--- config.mk ---
export PLATFORM = sky130hd
export DESIGN_NAME = apb_opb_bridge_flat
export DESIGN_NICKNAME = d
export VERILOG_FILES = /design/src/rtl/apb_opb_bridge_if.sv /design/src/rtl/apb_opb_bridge.sv /design/src/flat_wrapper.sv
export SDC_FILE = /design/constraint.sdc
export NUM_CORES = 1
export LEC_CHECK = 0
export ABC_AREA = 1
export CAP_MARGIN = 20
export CELL_PAD_IN_SITES_DETAIL_PLACEMENT = 0
export CELL_PAD_IN_SITES_GLOBAL_PLACEMENT = 2
export CORE_MARGIN = 2
export CORE_UTILIZATION = 24
export DETAILED_ROUTE_END_ITERATION = 8
export GPL_ROUTABILITY_DRIVEN = 0
export PLACE_DENSITY = 0.76
export SETUP_SLACK_MARGIN = 0.02
export SYNTH_ARGS = -nofsm -noshare
export SYNTH_HDL_FRONTEND = slang
export SYNTH_SLANG_ARGS = --single-unit
--- constraint.sdc ---
create_clock -name OPB_CLK -period 2.18 [get_ports OPB_CLK]
set_clock_uncertainty 0.15 [all_clocks]
set_input_delay 0.218 -clock OPB_CLK [delete_from_list [all_inputs] [get_ports OPB_CLK]]
set_output_delay 0.218 -clock OPB_CLK [all_outputs]
set_load 0.1 [all_outputs]
--- src/rtl/apb_opb_bridge_if.sv ---
// Bus bundle between an APB3 master, the bridge, and the downstream OPB address decoder.
// Signal names match the legacy flat port list so existing hookups map one-to-one.
interface apb_opb_bridge_if;
  logic        PSEL;
  logic        PENABLE;
  logic        PWRITE;
  logic [31:0] PADDR;
  logic [31:0] PWDATA;
  logic [31:0] PRDATA;
  logic        PREADY;
  logic        PSLVERR;
  logic        OPB_RE;
  logic        OPB_WE;
  logic [31:0] OPB_ADDR;
  logic [31:0] OPB_DI;
  logic [31:0] OPB_DO;

  modport slave (
    input  PSEL, PENABLE, PWRITE, PADDR, PWDATA, OPB_DO,
    output PRDATA, PREADY, PSLVERR, OPB_RE, OPB_WE, OPB_ADDR, OPB_DI
  );

  modport master (
    output PSEL, PENABLE, PWRITE, PADDR, PWDATA, OPB_DO,
    input  PRDATA, PREADY, PSLVERR, OPB_RE, OPB_WE, OPB_ADDR, OPB_DI
  );
endinterface

--- src/rtl/apb_opb_bridge.sv ---
// APB3 slave to OPB master bridge: one single-cycle OPB strobe per APB access,
// fixed-latency read capture, PSLVERR for out-of-window or misaligned addresses.
module apb_opb_bridge #(
  parameter logic [31:0] APB_BASE     = 32'h0000_0000,
  parameter logic [31:0] APB_SIZE     = 32'h0001_0000,
  parameter int unsigned READ_LATENCY = 1
) (
  input  logic             OPB_CLK,
  input  logic             OPB_RSTN,
  apb_opb_bridge_if.slave  bus,
  output logic             BUSY,
  output logic [15:0]      ERR_CNT
);

  localparam logic [1:0] IDLE    = 2'd0;
  localparam logic [1:0] STROBE  = 2'd1;
  localparam logic [1:0] RD_WAIT = 2'd2;
  localparam logic [1:0] DONE    = 2'd3;

  logic [1:0]  state;
  logic [2:0]  wait_cnt;
  logic        is_read;
  logic        aborted;
  logic        opb_re;
  logic        opb_we;
  logic [31:0] opb_addr;
  logic [31:0] opb_di;
  logic [31:0] prdata;
  logic        pready;
  logic        pslverr;
  logic [15:0] err_cnt;

  logic        access;
  logic [31:0] offset;
  logic        in_window;
  logic        addr_ok;

  assign access    = bus.PSEL && bus.PENABLE;
  assign offset    = bus.PADDR - APB_BASE;
  // Lower-bound compare first so a wrapped subtraction can never look in-window.
  assign in_window = (bus.PADDR >= APB_BASE) && (offset < APB_SIZE);
  assign addr_ok   = in_window && (bus.PADDR[1:0] == 2'b00);

  always_ff @(posedge OPB_CLK or negedge OPB_RSTN) begin
    if (!OPB_RSTN) begin
      state    <= IDLE;
      wait_cnt <= '0;
      is_read  <= 1'b0;
      aborted  <= 1'b0;
      opb_re   <= 1'b0;
      opb_we   <= 1'b0;
      opb_addr <= '0;
      opb_di   <= '0;
      prdata   <= '0;
      pready   <= 1'b0;
      pslverr  <= 1'b0;
      err_cnt  <= '0;
    end else begin
      opb_re <= 1'b0;
      opb_we <= 1'b0;
      case (state)
        IDLE: begin
          if (access) begin
            if (addr_ok) begin
              opb_addr <= offset;
              opb_di   <= bus.PWDATA;
              opb_we   <= bus.PWRITE;
              opb_re   <= !bus.PWRITE;
              is_read  <= !bus.PWRITE;
              aborted  <= 1'b0;
              state    <= STROBE;
            end else begin
              pready  <= 1'b1;
              pslverr <= 1'b1;
              prdata  <= '0;
              if (err_cnt != '1) err_cnt <= err_cnt + 16'd1;
              state   <= DONE;
            end
          end
        end
        STROBE: begin
          if (is_read) begin
            // A read whose PSEL already dropped still waits out the decoder latency.
            wait_cnt <= 3'(READ_LATENCY - 1);
            aborted  <= !bus.PSEL;
            state    <= RD_WAIT;
          end else if (bus.PSEL) begin
            pready <= 1'b1;
            state  <= DONE;
          end else begin
            state <= IDLE;
          end
        end
        RD_WAIT: begin
          if (wait_cnt == 3'd0) begin
            if (aborted || !bus.PSEL) begin
              state <= IDLE;
            end else begin
              prdata <= bus.OPB_DO;
              pready <= 1'b1;
              state  <= DONE;
            end
          end else begin
            wait_cnt <= wait_cnt - 3'd1;
            if (!bus.PSEL) aborted <= 1'b1;
          end
        end
        default: begin
          pready  <= 1'b0;
          pslverr <= 1'b0;
          state   <= IDLE;
        end
      endcase
    end
  end

  assign bus.OPB_RE   = opb_re;
  assign bus.OPB_WE   = opb_we;
  assign bus.OPB_ADDR = opb_addr;
  assign bus.OPB_DI   = opb_di;
  assign bus.PRDATA   = prdata;
  assign bus.PREADY   = pready;
  assign bus.PSLVERR  = pslverr;
  assign BUSY         = (state != IDLE);
  assign ERR_CNT      = err_cnt;

endmodule
--- src/flat_wrapper.sv ---
// flat-port wrapper written by rule: the top's interface ports become plain ports
module apb_opb_bridge_flat 
#(
  parameter logic [31:0] APB_BASE     = 32'h0000_0000,
  parameter logic [31:0] APB_SIZE     = 32'h0001_0000,
  parameter int unsigned READ_LATENCY = 1
)
  (OPB_CLK, OPB_RSTN, BUSY, ERR_CNT, bus_PSEL, bus_PENABLE, bus_PWRITE, bus_PADDR, bus_PWDATA, bus_OPB_DO, bus_PRDATA, bus_PREADY, bus_PSLVERR, bus_OPB_RE, bus_OPB_WE, bus_OPB_ADDR, bus_OPB_DI);
  apb_opb_bridge_if bus_i ();
  input  logic OPB_CLK;
  input  logic OPB_RSTN;
  output logic BUSY;
  output logic [15:0] ERR_CNT;
  input wire logic [$bits(bus_i.PSEL)-1:0] bus_PSEL;
  input wire logic [$bits(bus_i.PENABLE)-1:0] bus_PENABLE;
  input wire logic [$bits(bus_i.PWRITE)-1:0] bus_PWRITE;
  input wire logic [$bits(bus_i.PADDR)-1:0] bus_PADDR;
  input wire logic [$bits(bus_i.PWDATA)-1:0] bus_PWDATA;
  input wire logic [$bits(bus_i.OPB_DO)-1:0] bus_OPB_DO;
  output wire logic [$bits(bus_i.PRDATA)-1:0] bus_PRDATA;
  output wire logic [$bits(bus_i.PREADY)-1:0] bus_PREADY;
  output wire logic [$bits(bus_i.PSLVERR)-1:0] bus_PSLVERR;
  output wire logic [$bits(bus_i.OPB_RE)-1:0] bus_OPB_RE;
  output wire logic [$bits(bus_i.OPB_WE)-1:0] bus_OPB_WE;
  output wire logic [$bits(bus_i.OPB_ADDR)-1:0] bus_OPB_ADDR;
  output wire logic [$bits(bus_i.OPB_DI)-1:0] bus_OPB_DI;
  assign bus_i.PSEL = bus_PSEL;
  assign bus_i.PENABLE = bus_PENABLE;
  assign bus_i.PWRITE = bus_PWRITE;
  assign bus_i.PADDR = bus_PADDR;
  assign bus_i.PWDATA = bus_PWDATA;
  assign bus_i.OPB_DO = bus_OPB_DO;
  assign bus_PRDATA = bus_i.PRDATA;
  assign bus_PREADY = bus_i.PREADY;
  assign bus_PSLVERR = bus_i.PSLVERR;
  assign bus_OPB_RE = bus_i.OPB_RE;
  assign bus_OPB_WE = bus_i.OPB_WE;
  assign bus_OPB_ADDR = bus_i.OPB_ADDR;
  assign bus_OPB_DI = bus_i.OPB_DI;
  apb_opb_bridge #(.APB_BASE(APB_BASE), .APB_SIZE(APB_SIZE), .READ_LATENCY(READ_LATENCY)) u_core (.OPB_CLK(OPB_CLK), .OPB_RSTN(OPB_RSTN), .bus(bus_i), .BUSY(BUSY), .ERR_CNT(ERR_CNT));
endmodule
After elaboration in Yosys (flattened, before gate mapping)
Index checks and enable logic that the tools add are counted.
- $add $sub $neg: 2
- $lt $le $gt $ge: 2
- equality and inequality tests: 13
- muxes and demuxes: 35
- bitwise logic cells: 2
- reduce and logical (&&, ||, !) cells: 22
- operators with widths (operator ; number):
    $mux 32 ; 4
    $pmux 32 s2 ; 1
    $ge 32x1->1 const B ; 1
    $lt 32x17->1 const B ; 1
    $mux 1 ; 17
    $add 16x1->16 const B ; 1
    $ne 16x16->1 const B ; 1
    $mux 2 ; 6
    $ne 2x2->1 const B ; 6
    $reduce_and 6->1 ; 2
    $reduce_and 3->1 ; 3
    $ne 2x1->1 const B ; 4
    $mux 3 ; 2
    $pmux 1 s3 ; 2
    $pmux 2 s3 ; 1
    $pmux 3 s2 ; 1
    $reduce_bool 2->1 ; 3
    $reduce_and 5->1 ; 1
    $logic_not 2->1 ; 2
    $reduce_and 4->1 ; 1
    $logic_and 1x1->1 ; 3
    $logic_not 3->1 ; 1
    $reduce_bool 3->1 ; 1
    $sub 3x1->3 const B ; 1
    8 further kinds ; 10
- register bits after elaboration: 123
- input port bits: 101
- logic and storage cells: 88

Logic depth before layout (Yosys ltp)
- depth after elaboration: 6
- mapped depth: 10
- gate-level depth less buffers: 9

Worst setup path before layout
No wires, ideal clock.
- kind: reg-to-reg
- start: reg u_core.err_cnt[0], in the netlist u_core.ERR_CNT[0]
- end: reg u_core.err_cnt[5], in the netlist u_core.ERR_CNT[5]
- arrival time: 2.074 ns
- slack: -0.167 ns
- cell stages (with the launch flop): 10
- path buffers: 1
- clock period less this slack: 2.347 ns
- cells stage by stage: dfrtp_1 -> ha_1 -> inv_1 -> nor2_4 -> nand2_2 -> o21ai_1 -> nor2_2 -> buf_6 -> nand2_1 -> nand2_1
- cells in the longest elaborated chain, start to end: 2
- ends and longest elaborated chain (element ; line ; source):
    from (decl) ; apb_opb_bridge.sv:31 ; logic [15:0] err_cnt;
    from (signal assigned) ; apb_opb_bridge.sv:76 ; if (err_cnt != '1) err_cnt <= err_cnt + 16'd1;
    branches (longest 2 deep; another with $add 16x1->16) ; - ;
Several ways; the timed one is not identified.
A chain may end at the register's enable or synchronous reset.

Final worst setup path
- start: reg u_core.state[0]
- end: reg u_core.prdata[14], in the netlist u_core.bus.PRDATA[14]
- cells in the longest elaborated chain, start to end: 3
- ends and longest elaborated chain (element ; line ; source):
    from (decl) ; apb_opb_bridge.sv:20 ; logic [1:0] state;
    from (signal assigned) ; apb_opb_bridge.sv:46 ; state <= IDLE;
    from (signal assigned) ; apb_opb_bridge.sv:71 ; state <= STROBE;
    from (signal assigned) ; apb_opb_bridge.sv:77 ; state <= DONE;
    $eq 2x2->1 / $logic_not 2->1 (equally long branches) ; apb_opb_bridge.sv:61 ; case (state)
    $ne 2x1->1 (no source line), or another cell as far along ; - ;
    $reduce_and 5->1 (no source line) ; - ;
    to (signal assigned) ; apb_opb_bridge.sv:99 ; prdata <= bus.OPB_DO;
    to (decl) ; apb_opb_bridge.sv:28 ; logic [31:0] prdata;
Parallel ways exist; a longest one is shown, timed or not.

==> out/metrics.csv <==
stage,metric,value,unit
cells_and_area,layout cells sized above 1,0.2021,
synthesis,number of synthesized flops with an enable pin,0,
critical_path,Crit path max-delay family,buffers and inverters,
synthesis,Syn Area/Cell,8.388,um2
critical_path,CP bufs+invs,3,
grt,GR Overflow Total,0,
power_and_ir_drop,Power Density,1116,nW/um2
critical_path,crit path cell chain,inv_1 > ha_1 > inv_1 > o21ai_1 > a21oi_2 > nand2_2 > buf_12 > nand2_1 > o21ai_1,
power_and_ir_drop,Worst VDD drop,471.2,uV
sta,final hold violations,0,
drt,WL per Instance,13.01,um
floorplanning,die area,23400,um2
grt,met3 usage,0.05245,
critical_path,CP max FO,64,
sta,fmax,0.5146,GHz
cells_and_area,post-route cell area,8279,um2
cells_and_area,P&R area growth vs syn,55.44,%
power_and_ir_drop,Tot Pwr,9.240,mW
power_and_ir_drop,P_leak,4.343,nW
grt,met2 usage,0.1962,
grt,vias in the first global route,4672,
synthesis,Yosys reg bits,123,
worst_hold_path,hold path start,bus_PWDATA[17],
placement,dpl cell area,7572,um2
synthesis,most used flip-flop cell after synthesis,dfrtp_1,
cells_and_area,diode count,0,
drt,antenna violation net count after detailed routing,0,
synthesis,Mapped Area,5326,um2
synthesis,sequential share of the synthesized area,0.5779,
clock_tree,clk sink count,123,
grt,global-route wire length before repair,24640,um
drt,drt drc,0,
grt,GRT busiest layer,met2,
floorplanning,I/O pin count,218,
drt,DR pass1 iterations,4,
sta,Tcrit/Tclk final,0.8915,
sta,Max-slew headroom,0.7148,
critical_path,Critical Path Source Type,register,
critical_path,CP Launch Point,u_core.state[0],
clock_tree,Max clock buf depth,2,
sta,min Tclk post-route,1943,ps
grt,met1 Usage GRT,0.1718,
floorplanning,width of the chip,153.0,um
critical_path,register-to-register setup slack,240,ps
critical_path,critical path's slowest cell,dfrtp_1,
critical_path,crit path DAT,2120,ps
synthesis,asr flop ratio synth,1.000,
clock_tree,H-Tree Depth,4,
floorplanning,floorplan row count,54,
critical_path,CP Capture Type,register,
sta,final setup fails,0,
clock_tree,number of buffers created by CTS,17,
clock_tree,root buf cell,clkbuf_16,
critical_path,Critical Path RT,2360,ps
grt,initial antenna violation count,0,
floorplanning,Starting Density,0.2441,
clock_tree,Post-CTS Setup Bufs,0,
critical_path,crit-path max cell delay,410,ps
synthesis,Mapped Cells,635,
floorplanning,Die Span Y,153.0,um
synthesis,Yosys cell types,28,
sta,setup_tns,0,ps
cells_and_area,Final nets,966,
synthesis,Ys Warns,0,
sta,Final Max Tran Viols,0,
placement,Port Buffer Count,217,
clock_tree,CTS tree,built,
synthesis,Synthesized Nets,743,
critical_path,WS Path Type,register to register,
drt,vias post-DR,4690,
sta,Least-Margin Pin Slew,427.8,ps
run_status,status,completed,
sta,RSZ-0062 raised after global routing,no,
clock_tree,later-pin clock latency in the skew report,410,ps
grt,Total GRT Usage,0.1305,
drt,DR iter-0 viols,235,
grt,largest net degree at the start of global routing,74,
critical_path,FF-to-FF Start,u_core.state[0],
worst_hold_path,worst hold path class,primary input to register,
placement,hpwl dp,10320,um
job,max-cap violations,0,
floorplanning,core area,21820,um2
drt,routed vias/inst,4.075,
drt,Total Wirelength,14980,um
clock_tree,clock-pin slew on the worst setup and hold paths,60,ps
[cells by family after synthesis]
group	after synthesis	synth area share
XOR/XNOR	11	0.01809
flip-flops	123	0.5779
adder cells (fa/ha/maj)	7	0.01644
AND/OR/NAND/NOR	387	0.2915
buffers and inverters	61	0.05121
AO/OA/AOI/OAI	46	0.04487
[final timing paths]
check,end,depth (start not counted)
worst min-delay path,u_core.bus.OPB_DI[17],3
min in group asynchronous,u_core.bus.OPB_DI[2],3
max in group asynchronous,u_core.is_read,3
worst max-delay path,u_core.bus.PRDATA[14],9
worst max register to register,u_core.bus.PRDATA[14],9
worst min register to register,u_core.bus.OPB_ADDR[21],2
[cells in the mapped netlist (2+ instances only)]
library cell    n  area [um2]
ha_1            7       87.58
buf_2          11       55.05
nor2_4          3       33.78
nor2_2          2       12.51
o21ai_1        25       125.1
nand3_1         9       45.04
nor2_1         32       120.1
nand3_2         2       20.02
clkbuf_1        7       26.28
nand3b_1        3       22.52
buf_4           4       30.03
nor3_1          2       10.01
dfrtp_1       123        3078
a21oi_1         2       10.01
xnor2_1         8       70.07
buf_6           2       22.52
nand2_1       326        1224
inv_1          36       135.1
xor2_1          3       26.28
o22ai_1         2       12.51
nand2_2         4       25.02
and2_1          2       12.51
o21ai_0        15       75.07
[timing repair]
item,in CTS,in global routing
hold endpoints to repair,123,0
setup endpoints to repair,0,34
hold buffers,1,0
gates resized for setup,0,2
[sequential cells by signal (all words and copies together), names as in the netlist]
register             cells
u_core.bus.OPB_DI       32
u_core.ERR_CNT          16
u_core.bus.PREADY        1
u_core.bus.PRDATA       32
u_core.is_read           1
u_core.bus.OPB_ADDR     32
u_core.bus.OPB_WE        1
u_core.state             2
u_core.wait_cnt          3
u_core.bus.PSLVERR       1
u_core.aborted           1
u_core.bus.OPB_RE        1
[where the power goes]
part           internal [mW]  switching [mW]
Clock                   2.23            1.09
Sequential              2.51           0.159
Combinational          0.865            2.39
[metrics by stage]
stage / hold WS [ps] / worst slack [ps] / util / std cells
2_1_floorplan: -227.6 / 54.95 / - / 635
3_3_place_gp: 105.5 / 132.0 / 0.3470 / 1118
3_5_place_dp: 107.6 / 76.19 / 0.3470 / 1118
4_1_cts: 164.8 / 41.93 / 0.3790 / 1151
5_1_grt: 168.1 / 25.76 / 0.3794 / 1151
6_report: 188.7 / 236.6 / 0.3794 / 1151
[worst reg2reg max path: cells and delay by family (launching register included)]
kind | cells | cell delay (ps)
AOI/OAI and AO/OA | 3 | 320
DFF | 1 | 410
adders and majority gates | 1 | 300
buffers and inverters | 3 | 490
and+or+nand+nor | 2 | 180
[routing by layer]
metal,vias to the layer above,share of wire
met1,2139,0.47
met5,-,0
met2,146,0.44
li1,2398,-
met4,0,0.0095
met3,7,0.080
[placed cells by master, fill, tap and decap left out, types with 6 or more instances in the layout]
cell             count
o21ai_0             15
clkdlybuf4s50_1     99
dfrtp_1            121
buf_12               6
inv_1               36
nand3_1              9
clkbuf_16           17
ha_1                 6
nor2_1              32
o21ai_1             25
bufinv_16            6
xnor2_1              8
buf_4              122
nand2_1            326
[cell type report]
type | count | area [um2]
Sequential cell | 123 | 3080
Clock buffer | 20 | 456.7
Fill cell | 2222 | 13540
Timing Repair Buffer | 228 | 2037
Inverter | 37 | 138.9
Multi-Input combinational cell | 451 | 1983
Clock inverter | 12 | 232.7
Tap cell | 280 | 350.3
(Power assumes the default switching activity.)
